--- config.mk ---
export PLATFORM = sky130hd
export DESIGN_NAME = fetch_pc_ctrl
export DESIGN_NICKNAME = d
export VERILOG_FILES = /design/src/rtl/fetch_defs_pkg.sv /design/src/rtl/fetch_skid.sv /design/src/rtl/fetch_pc_ctrl.sv
export SDC_FILE = /design/constraint.sdc
export NUM_CORES = 1
export LEC_CHECK = 0
export BUFFER_PORTS_ARGS = -buffer_cell sky130_fd_sc_hd__buf_4
export CAP_MARGIN = 5
export CORE_MARGIN = 10
export CORE_UTILIZATION = 50
export DETAILED_ROUTE_END_ITERATION = 12
export PLACE_DENSITY = 0.73
export SYNTH_ARGS = -nofsm -noshare
export SYNTH_HDL_FRONTEND = slang
export SYNTH_SLANG_ARGS = --single-unit
export TNS_END_PERCENT = 20
--- constraint.sdc ---
create_clock -name clk -period 1.9 [get_ports clk]
set_input_delay 0.095 -clock clk [delete_from_list [all_inputs] [get_ports clk]]
set_output_delay 0.095 -clock clk [all_outputs]
set_load 0.01 [all_outputs]
--- src/rtl/fetch_defs_pkg.sv ---
// Shared definitions for the IF-stage fetch sequencer: FSM encodings,
// default vectors, instruction width and the fetched-entry record.
package fetch_defs;

  localparam int INSTR_W = 32;

  localparam logic [31:0] RESET_VEC_D = 32'hBFC0_0000;
  localparam logic [31:0] EXC_VEC_D   = 32'h8000_0180;

  localparam logic [1:0] S_IDLE  = 2'd0;
  localparam logic [1:0] S_REQ   = 2'd1;
  localparam logic [1:0] S_DROP  = 2'd2;
  localparam logic [1:0] S_BLOCK = 2'd3;

  // One fetched word together with the address it came from.
  typedef struct packed {
    logic [31:0]        pc;
    logic [INSTR_W-1:0] instr;
  } fetch_ent_t;

  // Sequential next PC; wraps naturally at 2^32.
  function automatic logic [31:0] pc_inc(input logic [31:0] pc);
    return pc + 32'd4;
  endfunction

endpackage

--- src/rtl/fetch_skid.sv ---
// One-entry holding register for a word that returns while decode is
// stalled. Flush wins over load; load wins over drain.
module fetch_skid
  import fetch_defs::*;
(
  input  logic       clk,
  input  logic       rst,
  input  logic       load,
  input  logic       drain,
  input  logic       flush,
  input  fetch_ent_t din,
  output logic       vld,
  output fetch_ent_t dout
);

  // Entry state: reset/flush empty, load captures, drain releases.
  always_ff @(posedge clk) begin
    if (rst) begin
      vld  <= 1'b0;
      dout <= '0;
    end else if (flush) begin
      vld  <= 1'b0;
    end else if (load) begin
      vld  <= 1'b1;
      dout <= din;
    end else if (drain) begin
      vld  <= 1'b0;
    end
  end

endmodule

--- src/rtl/fetch_pc_ctrl.sv ---
// IF-stage sequencer: owns the PC, runs the imem req/ack handshake and
// feeds the IF/ID register, with a one-entry skid for stalled returns.
module fetch_pc_ctrl
  import fetch_defs::*;
#(
  parameter logic [31:0] RESET_VEC = RESET_VEC_D,
  parameter logic [31:0] EXC_VEC   = EXC_VEC_D
) (
  input  logic               clk,
  input  logic               rst,
  input  logic               stall,
  input  logic               br_taken,
  input  logic [31:0]        br_target,
  input  logic               exc_req,
  input  logic               imem_ack,
  input  logic [INSTR_W-1:0] imem_rdata,
  output logic               imem_req,
  output logic [31:0]        imem_addr,
  output logic               if_valid,
  output logic [31:0]        if_pc,
  output logic [INSTR_W-1:0] if_instr
);

  logic [1:0]  state;
  logic [31:0] pc, req_addr;
  logic        redir;
  logic [31:0] tgt;
  logic        deliver, to_out, to_skid, skid_drain;
  logic        skid_vld;
  fetch_ent_t  skid_q, rsp;

  assign redir = exc_req | br_taken;
  assign tgt   = exc_req ? EXC_VEC : {br_target[31:2], 2'b00};

  // Request is held through S_DROP so an outstanding access is never dropped.
  assign imem_req  = (state == S_REQ) || (state == S_DROP);
  assign imem_addr = req_addr;

  assign rsp        = '{pc: req_addr, instr: imem_rdata};
  assign deliver    = (state == S_REQ) && imem_ack && !redir;
  assign to_out     = deliver && (!if_valid || !stall) && !skid_vld;
  assign to_skid    = deliver && !to_out;
  assign skid_drain = skid_vld && !stall && !redir;

  fetch_skid u_skid (
    .clk   (clk),
    .rst   (rst),
    .load  (to_skid),
    .drain (skid_drain),
    .flush (redir),
    .din   (rsp),
    .vld   (skid_vld),
    .dout  (skid_q)
  );

  // Fetch FSM and next-PC selection (exception > branch > sequential).
  always_ff @(posedge clk) begin
    if (rst) begin
      state    <= S_IDLE;
      pc       <= RESET_VEC;
      req_addr <= RESET_VEC;
    end else begin
      case (state)
        S_IDLE: begin
          pc       <= redir ? tgt : pc;
          req_addr <= redir ? tgt : pc;
          state    <= S_REQ;
        end
        S_REQ: begin
          if (imem_ack && redir) begin
            pc       <= tgt;
            req_addr <= tgt;
          end else if (imem_ack) begin
            pc       <= pc_inc(pc);
            req_addr <= pc_inc(pc);
            if (to_skid) state <= S_BLOCK;
          end else if (redir) begin
            pc    <= tgt;
            state <= S_DROP;
          end
        end
        S_DROP: begin
          if (redir) pc <= tgt;
          if (imem_ack) begin
            req_addr <= redir ? tgt : pc;
            state    <= S_REQ;
          end
        end
        S_BLOCK: begin
          if (redir) begin
            pc       <= tgt;
            req_addr <= tgt;
            state    <= S_REQ;
          end else if (!stall) begin
            req_addr <= pc;
            state    <= S_REQ;
          end
        end
        default: state <= S_IDLE;
      endcase
    end
  end

  // IF/ID register: redirect squashes; otherwise skid first, then fresh word.
  always_ff @(posedge clk) begin
    if (rst) begin
      if_valid <= 1'b0;
      if_pc    <= '0;
      if_instr <= '0;
    end else if (redir) begin
      if_valid <= 1'b0;
    end else if (skid_vld && !stall) begin
      if_valid <= 1'b1;
      if_pc    <= skid_q.pc;
      if_instr <= skid_q.instr;
    end else if (to_out) begin
      if_valid <= 1'b1;
      if_pc    <= rsp.pc;
      if_instr <= rsp.instr;
    end else if (!stall) begin
      if_valid <= 1'b0;
    end
  end

endmodule

Yosys cells after proc, flatten, opt, wreduce, memory -nomap -nowiden
Cells that the tools add are included.
{ "word_totals": {"out_inout_bits": 98, "rom_bits": 0, "latchBits": 0, "mem_bits_rw": 0, "register_bits": 196, "wordCells": 74, "memories": 0} }
{ "classes": {"shifts": 0, "multipliers": 0, "n_reduce_logical": 24, "n_mux": 28, "addsub": 1, "n_div": 0, "n_lt_le_gt_ge": 0, "eq_ne": 10, "bitwise": 2} }
{ "op_table": {"columns": ["cell", "count"], "rows": [
  ["$mux W32", 13],
  ["$pmux W32 S4", 1],
  ["$pmux W32 S2", 1],
  ["$add A32 B3 Y32 const B", 1],
  ["$mux W2", 7],
  ["$ne A3 B3 Y1 const B", 3],
  ["$logic_and A1 B1 Y1", 8],
  ["$pmux W2 S4", 1],
  ["$logic_not A1 Y1", 5],
  ["$mux W1", 5],
  ["$reduce_and A5 Y1", 1],
  ["$eq A2 B2 Y1 const B", 2],
  ["$ne A2 B2 Y1 const B", 2],
  ["$reduce_and A2 Y1", 2],
  ["$reduce_bool A2 Y1", 2],
  ["$ne A3 B1 Y1 const B", 1],
  ["$ne A3 B2 Y1 const B", 1],
  ["$reduce_and A3 Y1", 1],
  ["$reduce_or A3 Y1", 1],
  ["$eq A2 B1 Y1 const B", 1],
  ["$logic_not A2 Y1", 1],
  ["$logic_or A1 B1 Y1", 2],
  ["$reduce_or A2 Y1", 1],
  ["$not A1 Y1", 1],
  ["$or A1 B1 Y1", 1]
]} }

Depth between registers and ports, before layout
Gate-level depths: netlist of the first run.
{ "logic_depth": {"depth_word": 11, "depth_mapped": 10} }

Hierarchy
Synthesis of the first run repeated with hierarchy kept, for this count alone.
{ "unflattened": {"hier_cells": 1162, "hier_area_um2": 10490.1} }
{ "by_module_without_submodules": {"columns": ["module", "instances", "cells_each", "area_per_inst_um2"], "rows": [
  ["fetch_pc_ctrl", 1, 866, 7221.9],
  ["fetch_skid", 1, 296, 3268.1]
]} }

Least setup slack after synthesis of the first run
No wires, ideal clock.
{ "synth_path": {"path_kind": "reg2reg", "startpoint": "register pc[2]", "endpoint": "register req_addr[28] (netlist: imem_addr[28])", "period_less_slack_ps": 1892, "path_slack_ps": 8, "n_path_buf": 2, "t_arrival_ps": 1772, "required_ps": 1780, "setup_time_ps": 120, "path_stages_with_launch": 8, "cell_sequence": "dfxtp_1 > ha_1 > clkbuf_1 > and4_1 > buf_2 > nand4_2 > and3_1 > o31a_1"} }
{ "synth_via": {"elab_chain_cells": 4} }
{ "synth_rtl": {"columns": ["element", "line", "source"], "rows": [
  ["from (decl)", "fetch_pc_ctrl.sv:25", "logic [31:0] pc, req_addr;"],
  ["from (signal assigned)", "fetch_pc_ctrl.sv:65", "pc <= redir ? tgt : pc;"],
  ["from (signal assigned)", "fetch_pc_ctrl.sv:71", "pc <= tgt;"],
  ["from (signal assigned)", "fetch_pc_ctrl.sv:74", "pc <= pc_inc(pc);"],
  ["$add A32 B3 Y32", "fetch_defs_pkg.sv:23", "return pc + 32'd4;"],
  ["$mux W32", "fetch_pc_ctrl.sv:73", "end else if (imem_ack) begin"],
  ["$mux W32", "fetch_pc_ctrl.sv:70", "if (imem_ack && redir) begin"],
  ["$pmux W32 S4", "fetch_pc_ctrl.sv:63", "case (state)"],
  ["to (signal assigned)", "fetch_pc_ctrl.sv:66", "req_addr <= redir ? tgt : pc;"],
  ["to (signal assigned)", "fetch_pc_ctrl.sv:72", "req_addr <= tgt;"],
  ["to (signal assigned)", "fetch_pc_ctrl.sv:75", "req_addr <= pc_inc(pc);"],
  ["to (decl)", "fetch_pc_ctrl.sv:25", null]
]} }
No other way between the ends. The select of a mux whose other input is x is not followed.
A chain may end at the register's enable or synchronous reset.

Worst setup path in the final report of the first run
{ "layout_path": {"startpoint": "register pc[6]", "endpoint": "register req_addr[24] (netlist: imem_addr[24])"} }
Same word-level chain as after synthesis.

==> impl_metrics.tcl, run 1 <==
set metrics [dict create \
    outcome "finished, final reports clean" \
    syn_area_mm2 0.00970 \
    slew_headroom_pct 62.9 \
    antenna_found_initial 1 \
    grt_overflow 0 \
    finalClockSkew_ns 0.0116 \
    die_height_um 159 \
    dpl.hpwl_um 20300 \
    period_minus_slack_ns 1.87 \
    final.fill_count 1542 \
    drive_gt1_share_pct 28.4 \
    num_vias 9365 \
    cp_max_fo 6 \
    clk-insertion-delay-late_ns 0.44 \
    initial_core_util_pct 51.3 \
    synth.top_cell.area_share_pct 40.5 \
    synthesis.nets 1214 \
    htree_levels 4 \
    numCtsBuffers 17 \
    boundaryPins 168 \
    ys_seq_area_share_pct 40.5 \
    ys_types 67 \
    power.leakage_nw 5.42 \
    timing.fmax_mhz 535 \
    tns_ns 0 \
    tightest_slew_ns 0.557 \
    critPathRequiredTime_ns 2.28 \
    final_util_pct 68.9 \
    hold_viol 0 \
    holdWs_ns 0.0263 \
    port_buffers 165 \
    vias_per_cell 5.70 \
    synth_async_sr_flop_share_pct 0 \
    grt_pass1_wl_um 48200 \
    multiInputGateArea_mm2 0.00538 \
    cts_tree "yes" \
    root_buffer "clkbuf_16" \
    power_mw 9.71 \
    cts_sinks 196 \
    drt_iter0_drc 744 \
    die_x_um 159 \
    peakVddDrop_uv 828 \
    synth_area_per_cell_um2 8.51 \
    drt-wirelength-per-cell_um 18.5 \
    postRouteAntennaNets 0 \
    coreArea_mm2 0.0189 \
    p_per_area_mw_per_mm2 747 \
    dieArea_mm2 0.0254 \
    routed_wl_um 30400 \
    worstSetupEndpointType "flip-flop" \
    holdCritPathClass "in2reg" \
    rows 50 \
    gp_congestion 0.906 \
    drc 0 \
    yosysWarnings 0 \
    worst_hold_path.num_cells 4 \
    reg2reg_depth 6 \
    final.setup.worst_slack_ns 0.0319 \
    setup_viol_count_final 0 \
    synth_area_leaders "dfxtp_1, mux2i_1, a211oi_2, nand2_1, a21oi_1" \
    drv_slew 0 \
    postSynthCellCount 1140 \
    grt_max_degree 94 \
    rr_startpoint "pc[6]$_SDFF_PP0_" \
    reg2reg_slack_ns 0.03 \
    area_growth_pct 34.1 \
    ys.flop_type "dfxtp_1" \
    synth_edf_count 0 \
    drtPass1Iterations 8 \
    cts_buffer_depth 2 \
    r2r_end "imem_addr[24]$_SDFFE_PP1P_" \
    yosys.area.top_type "dfxtp_1" \
    rsz0062_at_grt "true" \
    seq_area_mm2 0.00393 \
    grt_pass1_vias 9068 \
    cp.arrival_ns 2.25 \
    path_clk_slew_ns 0.08 \
    yosys_register_bits 196 \
    critPathKind "reg2reg" \
    hp-start "br_target[22]" \
    hold_end "pc[22]$_SDFF_PP1_" \
    final_nets 1443 \
    maxCapViolations 0 \
    dp_worst_setup_slack_ns -0.0673 \
    grt_usage_pct 22.7 \
    fin_crit_sh_pct 98.3 \
    cp-start-kind "flip-flop" \
]
## critical path, cell delays in order, from the launching register on
cell and delay, ns:
dfxtp_2 0.38, and4_4 0.26, buf_4 0.14, nand2_1 0.20, or4_4 0.49, a21oi_2 0.18, o32a_1 0.16
## state kept, by name, indices dropped and copies added, names as in the netlist
register,flops
pc,32
u_skid.vld,1
if_valid,1
u_skid.dout,64
if_pc,32
imem_addr,32
if_instr,32
state,2
## synth_stat cells, drive strengths merged, types with 7 or more instances
| library cell | count |
|---|---|
| buf | 38 |
| nand2 | 168 |
| or3 | 7 |
| and4 | 8 |
| nor3 | 15 |
| a21oi | 120 |
| o21ai | 75 |
| nand3 | 20 |
| and2 | 12 |
| nor2 | 109 |
| mux2i | 87 |
| a22oi | 21 |
| clkbuf | 61 |
| a211oi | 68 |
| inv | 12 |
| xnor2 | 10 |
| dfxtp | 196 |
| xor2 | 7 |
| nand4 | 12 |
## final cells by class
class | count | area share (%)
Tap cell | 260 | 2.50
Multi-Input combinational cell | 833 | 41.3
Antenna cell | 1 | 0.0192
Inverter | 12 | 0.346
Timing Repair Buffer | 309 | 20.9
Clock buffer | 17 | 3.27
Clock inverter | 15 | 1.42
Sequential cell | 196 | 30.2
## logic make-up (layout without fill, tap and decap cells)
family	count (synthesis)	after routing	synth area share [%]
simple gates	376	376	17.8
compound gates	345	345	25.1
flops	196	196	40.5
buf+inv	111	353	5.12
mux	91	91	9.44
xor+xnor	17	17	1.54
fa+ha+maj	4	4	0.516
other cells	0	1	0
## cell usage in the layout, fill, tap and decap left out, types with 5 or more instances in the layout
master	instances
a211oi_1	11
nor4_1	5
nand4_1	9
o21ai_0	74
a211oi_2	57
a31oi_1	6
dfxtp_1	191
inv_1	12
a221oi_1	5
nor3_1	14
o221ai_1	5
clkbuf_16	21
nand2_1	165
a22oi_1	21
a21oi_1	116
xor2_1	7
buf_4	240
nor2_1	106
nand3_1	20
mux2i_1	87
a2bb2oi_1	6
buf_12	11
xnor2_1	10
dlygate4sd3_1	48
dfxtp_2	5
and2_1	11
or3_1	7
## routing by layer
metal / vias to the layer above / track usage [%] / wire length, µm
li1: 4533 / - / -
met1: 4427 / 29.6 / 13400
met2: 362 / 37.4 / 14500
met3: 43 / 4.16 / 1960
met4: 0 / 6.53 / 547
met5: - / 0 / 0
## through the flow
stage | std cells | instance area, µm²
CTS | 1631 | 12800
global route | 1643 | 13000
floorplan | 1140 | 9700
detailed placement | 1551 | 11700
global placement | 1551 | 11700
finish | 1643 | 13000
## repair_timing
action / in CTS / in global routing
pin swaps: 0 / 6
buffers inserted: 0 / 7
hold buffers: 48 / 0
endpoints found under the setup margin: 58 / 82
cloned: 0 / 4
resized for setup: 3 / 26
endpoints found under the hold margin: 49 / 0
## how the worst max path moves through the flow
stage               slack (ns)             startpoint                          to  cells past startpoint
global placement          0.03       pc[6]$_SDFF_PP0_           pc[25]$_SDFF_PP1_                      5
detailed placement       -0.07  state[0]$_SDFFE_PP0P_      if_pc[21]$_SDFFE_PP0P_                      8
finish                    0.03       pc[6]$_SDFF_PP0_  imem_addr[24]$_SDFFE_PP1P_                      6
CTS                      0.003  state[0]$_SDFFE_PP0P_      if_pc[21]$_SDFFE_PP0P_                      8
floorplan                0.008       pc[2]$_SDFF_PP0_  imem_addr[28]$_SDFFE_PP1P_                      7
global route             -0.06  state[1]$_SDFFE_PP0P_       if_pc[3]$_SDFFE_PP0P_                     10
## power by group
part / switching (mW) / internal, mW / leakage (nW)
Combinational: 0.842 / 0.734 / 3.53
Clock: 1.80 / 1.90 / 0.296
Sequential: 0.185 / 4.25 / 1.59
Total: 2.83 / 6.88 / 5.42
Power figures use the tool's default switching activity.
==> inputs of run 2 (changes only) <==
Settings changed: PLACE_DENSITY 0.73 to 0.7.
Clock period 1.9 ns to 2.2 ns, I/O delays scaled along.
==> run 2 against run 1 <==
Sequential power is 14% lower. Utilization shrank 2.8 points. Flip-flop and latch count did not move. Cell area decreased by 4.1%. Global-route usage is 1.2 points lower.
==> impl_metrics.tcl, run 2 (synthesized netlist as in run 1, its figures left out) <==
set metrics [dict create \
    outcome "finished, final reports clean" \
    power_mw 8.35 \
    critical-path-max-stage-delay_ns 0.56 \
    crit_chain "and4_2 -> nand4_2 -> or4_1 -> a21oi_1 -> o32a_1" \
    cts_sinks 196 \
    port_buffers 165 \
    rsz0062_at_grt "false" \
    layout_commonest_cell "buf_4" \
    largest_reg_flops 64 \
    fin_crit_sh_pct 92.3 \
    drt-wirelength-per-cell_um 17.8 \
    initial_core_util_pct 51.3 \
    critPathTopFamily "simple AND/OR/NAND/NOR gates" \
    antenna_found_initial 0 \
    num_vias 9095 \
    grt_max_degree 66 \
    tns_ns 0 \
    gp_congestion 0.858 \
    reg2reg_depth 5 \
    drt_iter0_drc 642 \
    hold_viol 0 \
    setup_viol_count_final 0 \
    vias_per_cell 5.69 \
    dpl.hpwl_um 19200 \
    area_growth_pct 28.7 \
    path_clk_slew_ns 0.08 \
    coreArea_mm2 0.0189 \
    drive_gt1_share_pct 24.6 \
    p_per_area_mw_per_mm2 669 \
    hp-start "br_target[22]" \
    cp.arrival_ns 2.41 \
    top_register "u_skid.dout" \
    reg2reg_slack_ns 0.17 \
    worstSetupEndpointType "flip-flop" \
    rr_startpoint "pc[9]$_SDFF_PP0_" \
    power.leakage_nw 5.13 \
    htree_levels 4 \
    die_x_um 159 \
    holdCritPathClass "in2reg" \
    drc 0 \
    path_buf_inv 0 \
    grt_pass1_wl_um 45700 \
    routed_wl_um 28500 \
    boundaryPins 168 \
    diodes 0 \
    tightest_slew_ns 0.635 \
    period_minus_slack_ns 2.03 \
    final_nets 1399 \
    drtPass1Iterations 5 \
    root_buffer "clkbuf_16" \
    numCtsBuffers 17 \
    peakVddDrop_uv 589 \
    worst_hold_path.num_cells 4 \
    critPathKind "reg2reg" \
    timing.fmax_mhz 492 \
    slew_headroom_pct 57.7 \
    dieArea_mm2 0.0254 \
    maxCapViolations 0 \
    postRouteAntennaNets 0 \
    r2r_end "imem_addr[23]$_SDFFE_PP1P_" \
    drv_slew 0 \
    cpMaxStageDelayCell "or4_1" \
    die_height_um 159 \
    layout_common_cells "buf_4, dfxtp_1, nand2_1, a21oi_1, nor2_1" \
    grt_pass1_vias 8467 \
    grt_overflow 0 \
    hold_end "pc[22]$_SDFF_PP1_" \
    cp.depth 5 \
    cts_tree "yes" \
    cts_buffer_depth 2 \
    critPathRequiredTime_ns 2.58 \
    grt_usage_pct 21.5 \
    cp-start-kind "flip-flop" \
    clk-insertion-delay-late_ns 0.44 \
    finalClockSkew_ns 0.0111 \
    cp_max_fo 7 \
    rows 50 \
]
## run 2: worst max path at each step
stage,slack [ns],start,end
2_1_floorplan,0.31,pc[2]$_SDFF_PP0_,imem_addr[28]$_SDFFE_PP1P_
3_3_place_gp,0.12,state[1]$_SDFFE_PP0P_,if_pc[13]$_SDFFE_PP0P_
3_5_place_dp,0.08,state[1]$_SDFFE_PP0P_,if_instr[29]$_SDFFE_PP0P_
4_1_cts,0.05,state[1]$_SDFFE_PP0P_,if_instr[29]$_SDFFE_PP0P_
5_1_grt,0.03,state[1]$_SDFFE_PP0P_,if_pc[31]$_SDFFE_PP0P_
6_report,0.17,pc[9]$_SDFF_PP0_,imem_addr[23]$_SDFFE_PP1P_
## run 2: worst reg2reg max path, stage by stage, from the launching register on
cell and delay, ns:
dfxtp_1 0.42, and4_2 0.37, nand4_2 0.23, or4_1 0.56
a21oi_1 0.22, o32a_1 0.17
## run 2: layout make-up
type / instances / area, µm²
clock inverters: 13 / 169
clock buffers: 19 / 443
multi-input cells: 833 / 5310
inverters: 12 / 45.0
well taps: 260 / 325
repair buffers: 265 / 2260
flip-flops and latches: 196 / 3920
fillers: 1595 / 6410
## run 2: through the flow
step                utilization, %  cells  cell area [µm²]  hold slack [ns]  setup slack, ns
detailed placement            60.2   1517            11400            0.373           0.0767
floorplan                        -   1140             9700            0.241            0.308
global route                  66.1   1598            12500           0.0609           0.0266
global placement              60.2   1517            11400            0.363            0.125
CTS                           65.9   1596            12500           0.0334           0.0543
finish                        66.1   1598            12500           0.0459            0.169
## run 2: report_power, final
| part | internal (mW) | leakage [nW] | switching [mW] | total [mW] |
|---|---|---|---|---|
| Sequential | 3.67 | 1.59 | 0.161 | 3.83 |
| Clock | 1.75 | 0.298 | 1.48 | 3.23 |
| Combinational | 0.595 | 3.24 | 0.696 | 1.29 |
| Total | 6.02 | 5.13 | 2.34 | 8.35 |
## run 2: what timing repair did
item | 4_1_cts | 5_1_grt
gates resized for setup | 0 | 2
buffers inserted | 0 | 2
endpoints found under the hold margin | 47 | 0
hold buffers | 47 | 0
endpoints found under the setup margin | 0 | 61
## run 2: layer usage
| metal | track usage, % | vias up | part of all wire, % |
|---|---|---|---|
| met5 | 0 | - | 0 |
| met2 | 34.8 | 285 | 47 |
| li1 | - | 4450 | - |
| met1 | 28.5 | 4329 | 46 |
| met3 | 4.34 | 31 | 6.2 |
| met4 | 5.52 | 0 | 1.5 |
==> inputs of run 3 (changes only) <==
Settings changed: PLACE_DENSITY 0.7 to 0.84, SLEW_MARGIN set to 20.
==> run 3 against run 2 <==
Non-clock buffer count shrank 11. Cell area shrank 0.85%. Cell count shrank 0.69%. Power grew 0.39%. Setup slack lost 0.068 ns. Via count grew 1.7%. Flip-flop and latch count is the same. Fmax shrank 3.2%.
==> impl_metrics.tcl, run 3 (synthesized netlist as in run 1, its figures left out) <==
set metrics [dict create \
    grt_pass1_wl_um 46000 \
    clk-insertion-delay-late_ns 0.43 \
    cp_max_fo 8 \
    tns_ns 0 \
    dpl.hpwl_um 19300 \
    critPathRequiredTime_ns 2.50 \
    worstSetupEndpointType "flip-flop" \
    drt-wirelength-per-cell_um 18.2 \
    reg2reg_depth 5 \
    cp-start-kind "flip-flop" \
    drc 0 \
    cts_buffer_depth 2 \
    multiInputGateArea_mm2 0.00531 \
    rsz0062_at_grt "false" \
    setup_viol_count_final 0 \
    grt_usage_pct 21.6 \
    hold_end "pc[20]$_SDFF_PP0_" \
    outcome "finished, final reports clean" \
    numCtsBuffers 17 \
    rows 50 \
    drv_slew 0 \
    drtPass1Iterations 7 \
    area_growth_pct 27.6 \
    grt_overflow 0 \
    layout_commonest_cell "buf_4" \
    port_buffers 165 \
    dieArea_mm2 0.0254 \
    power.leakage_nw 5.07 \
    final.fill_count 1556 \
    top_register "u_skid.dout" \
    critPathKind "reg2reg" \
    p_per_area_mw_per_mm2 678 \
    hp-start "br_target[20]" \
    cp.arrival_ns 2.39 \
    holdCritPathClass "in2reg" \
    gp_congestion 0.932 \
    num_vias 9251 \
    boundaryPins 168 \
    maxCapViolations 0 \
    routed_wl_um 28900 \
    placed_cells 1508 \
    layout_common_cells "buf_4, dfxtp_1, nand2_1, a21oi_1, nor2_1" \
    initial_core_util_pct 51.3 \
    postRouteAntennaNets 0 \
    peakVddDrop_uv 498 \
    largest_reg_flops 64 \
    die_height_um 159 \
    reg2reg_slack_ns 0.10 \
    cts_tree "yes" \
    seq_area_mm2 0.00392 \
    finalNonFillerCells 1587 \
    antenna_found_initial 0 \
    period_minus_slack_ns 2.10 \
    worst_hold_path.num_cells 3 \
    cts_sinks 196 \
    final_nets 1388 \
    fin_crit_sh_pct 95.4 \
    coreArea_mm2 0.0189 \
    root_buffer "clkbuf_16" \
    path_clk_slew_ns 0.07 \
    drive_gt1_share_pct 24.1 \
    hold_viol 0 \
    tightest_slew_ns 0.659 \
    grt_max_degree 66 \
    vias_per_cell 5.83 \
    timing.fmax_mhz 476 \
    slew_headroom_pct 56.1 \
    rr_startpoint "pc[2]$_SDFF_PP0_" \
    r2r_end "pc[25]$_SDFF_PP1_" \
    die_x_um 159 \
    finalClockSkew_ns 0.0109 \
    diodes 0 \
    grt_pass1_vias 8760 \
    htree_levels 4 \
    drt_iter0_drc 848 \
]
[run 3: changes by cell type in the layout (fill, tap and decap cells not counted)]
cell / change
clkinv_2: -1
inv_8: -3
dlygate4sd3_1: -2
buf_4: -6
bufinv_16: +1
clkbuf_8: +1
clkbuf_16: +1
clkinv_8: -1
clkinvlp_4: +1
buf_12: -4
inv_6: +2
[run 3: area by class of cell]
class | instances | share of cell area (%)
Clock buffer | 20 | 3.69
Clock inverter | 12 | 1.37
Inverter | 12 | 0.364
Multi-Input combinational cell | 833 | 42.9
Sequential cell | 196 | 31.7
Tap cell | 260 | 2.63
Timing Repair Buffer | 254 | 17.3
[run 3: what timing repair did]
| item | 4_1_cts | 5_1_grt |
|---|---|---|
| endpoints found under the hold margin | 45 | 0 |
| resized for setup | 0 | 2 |
| buffers inserted | 0 | 1 |
| hold buffers | 45 | 0 |
| setup endpoints to repair | 0 | 66 |
[run 3: critical path, cell delays in order, from the launching register on]
cell	delay (ns)
dfxtp_1	0.48
and2_1	0.33
nand4_2	0.25
o31ai_2	0.26
a21oi_1	0.11
or4_1	0.54
[run 3: how the worst max path moves through the flow]
stage	startpoint	endpoint	slack (ns)
5_1_grt	state[1]$_SDFFE_PP0P_	if_instr[15]$_SDFFE_PP0P_	0.005
2_1_floorplan	pc[2]$_SDFF_PP0_	imem_addr[28]$_SDFFE_PP1P_	0.31
3_5_place_dp	state[1]$_SDFFE_PP0P_	if_instr[2]$_SDFFE_PP0P_	0.12
3_3_place_gp	state[1]$_SDFFE_PP0P_	if_pc[31]$_SDFFE_PP0P_	0.20
6_report	pc[2]$_SDFF_PP0_	pc[25]$_SDFF_PP1_	0.10
4_1_cts	pc[9]$_SDFF_PP0_	pc[25]$_SDFF_PP1_	0.09
[run 3: where the power goes]
group	total (mW)	internal (mW)	switching, mW
Sequential	3.84	3.67	0.166
Combinational	1.26	0.577	0.686
Clock	3.29	1.88	1.41
Total	8.39	6.12	2.26
[run 3: per-layer routing]
metal,global-route usage (%),up-vias,routed length (µm)
li1,-,4419,-
met3,4.78,53,2280
met4,6.82,0,580
met5,0,-,0
met2,34.8,423,13600
met1,28.0,4356,12400
[run 3: stage by stage]
stage	power, mW	instance area [µm²]	utilization, %	hold WS, ns	worst slack, ns
final	8.39	12400	65.5	0.0147	0.101
after global routing	8.70	12400	65.5	0.0332	0.00458
after CTS	8.41	12300	65.3	0.00102	0.0927
after detailed placement	5.09	11300	59.6	0.369	0.122
after global placement	5.06	11300	59.6	0.359	0.200
after floorplan	4.55	9700	-	0.241	0.308
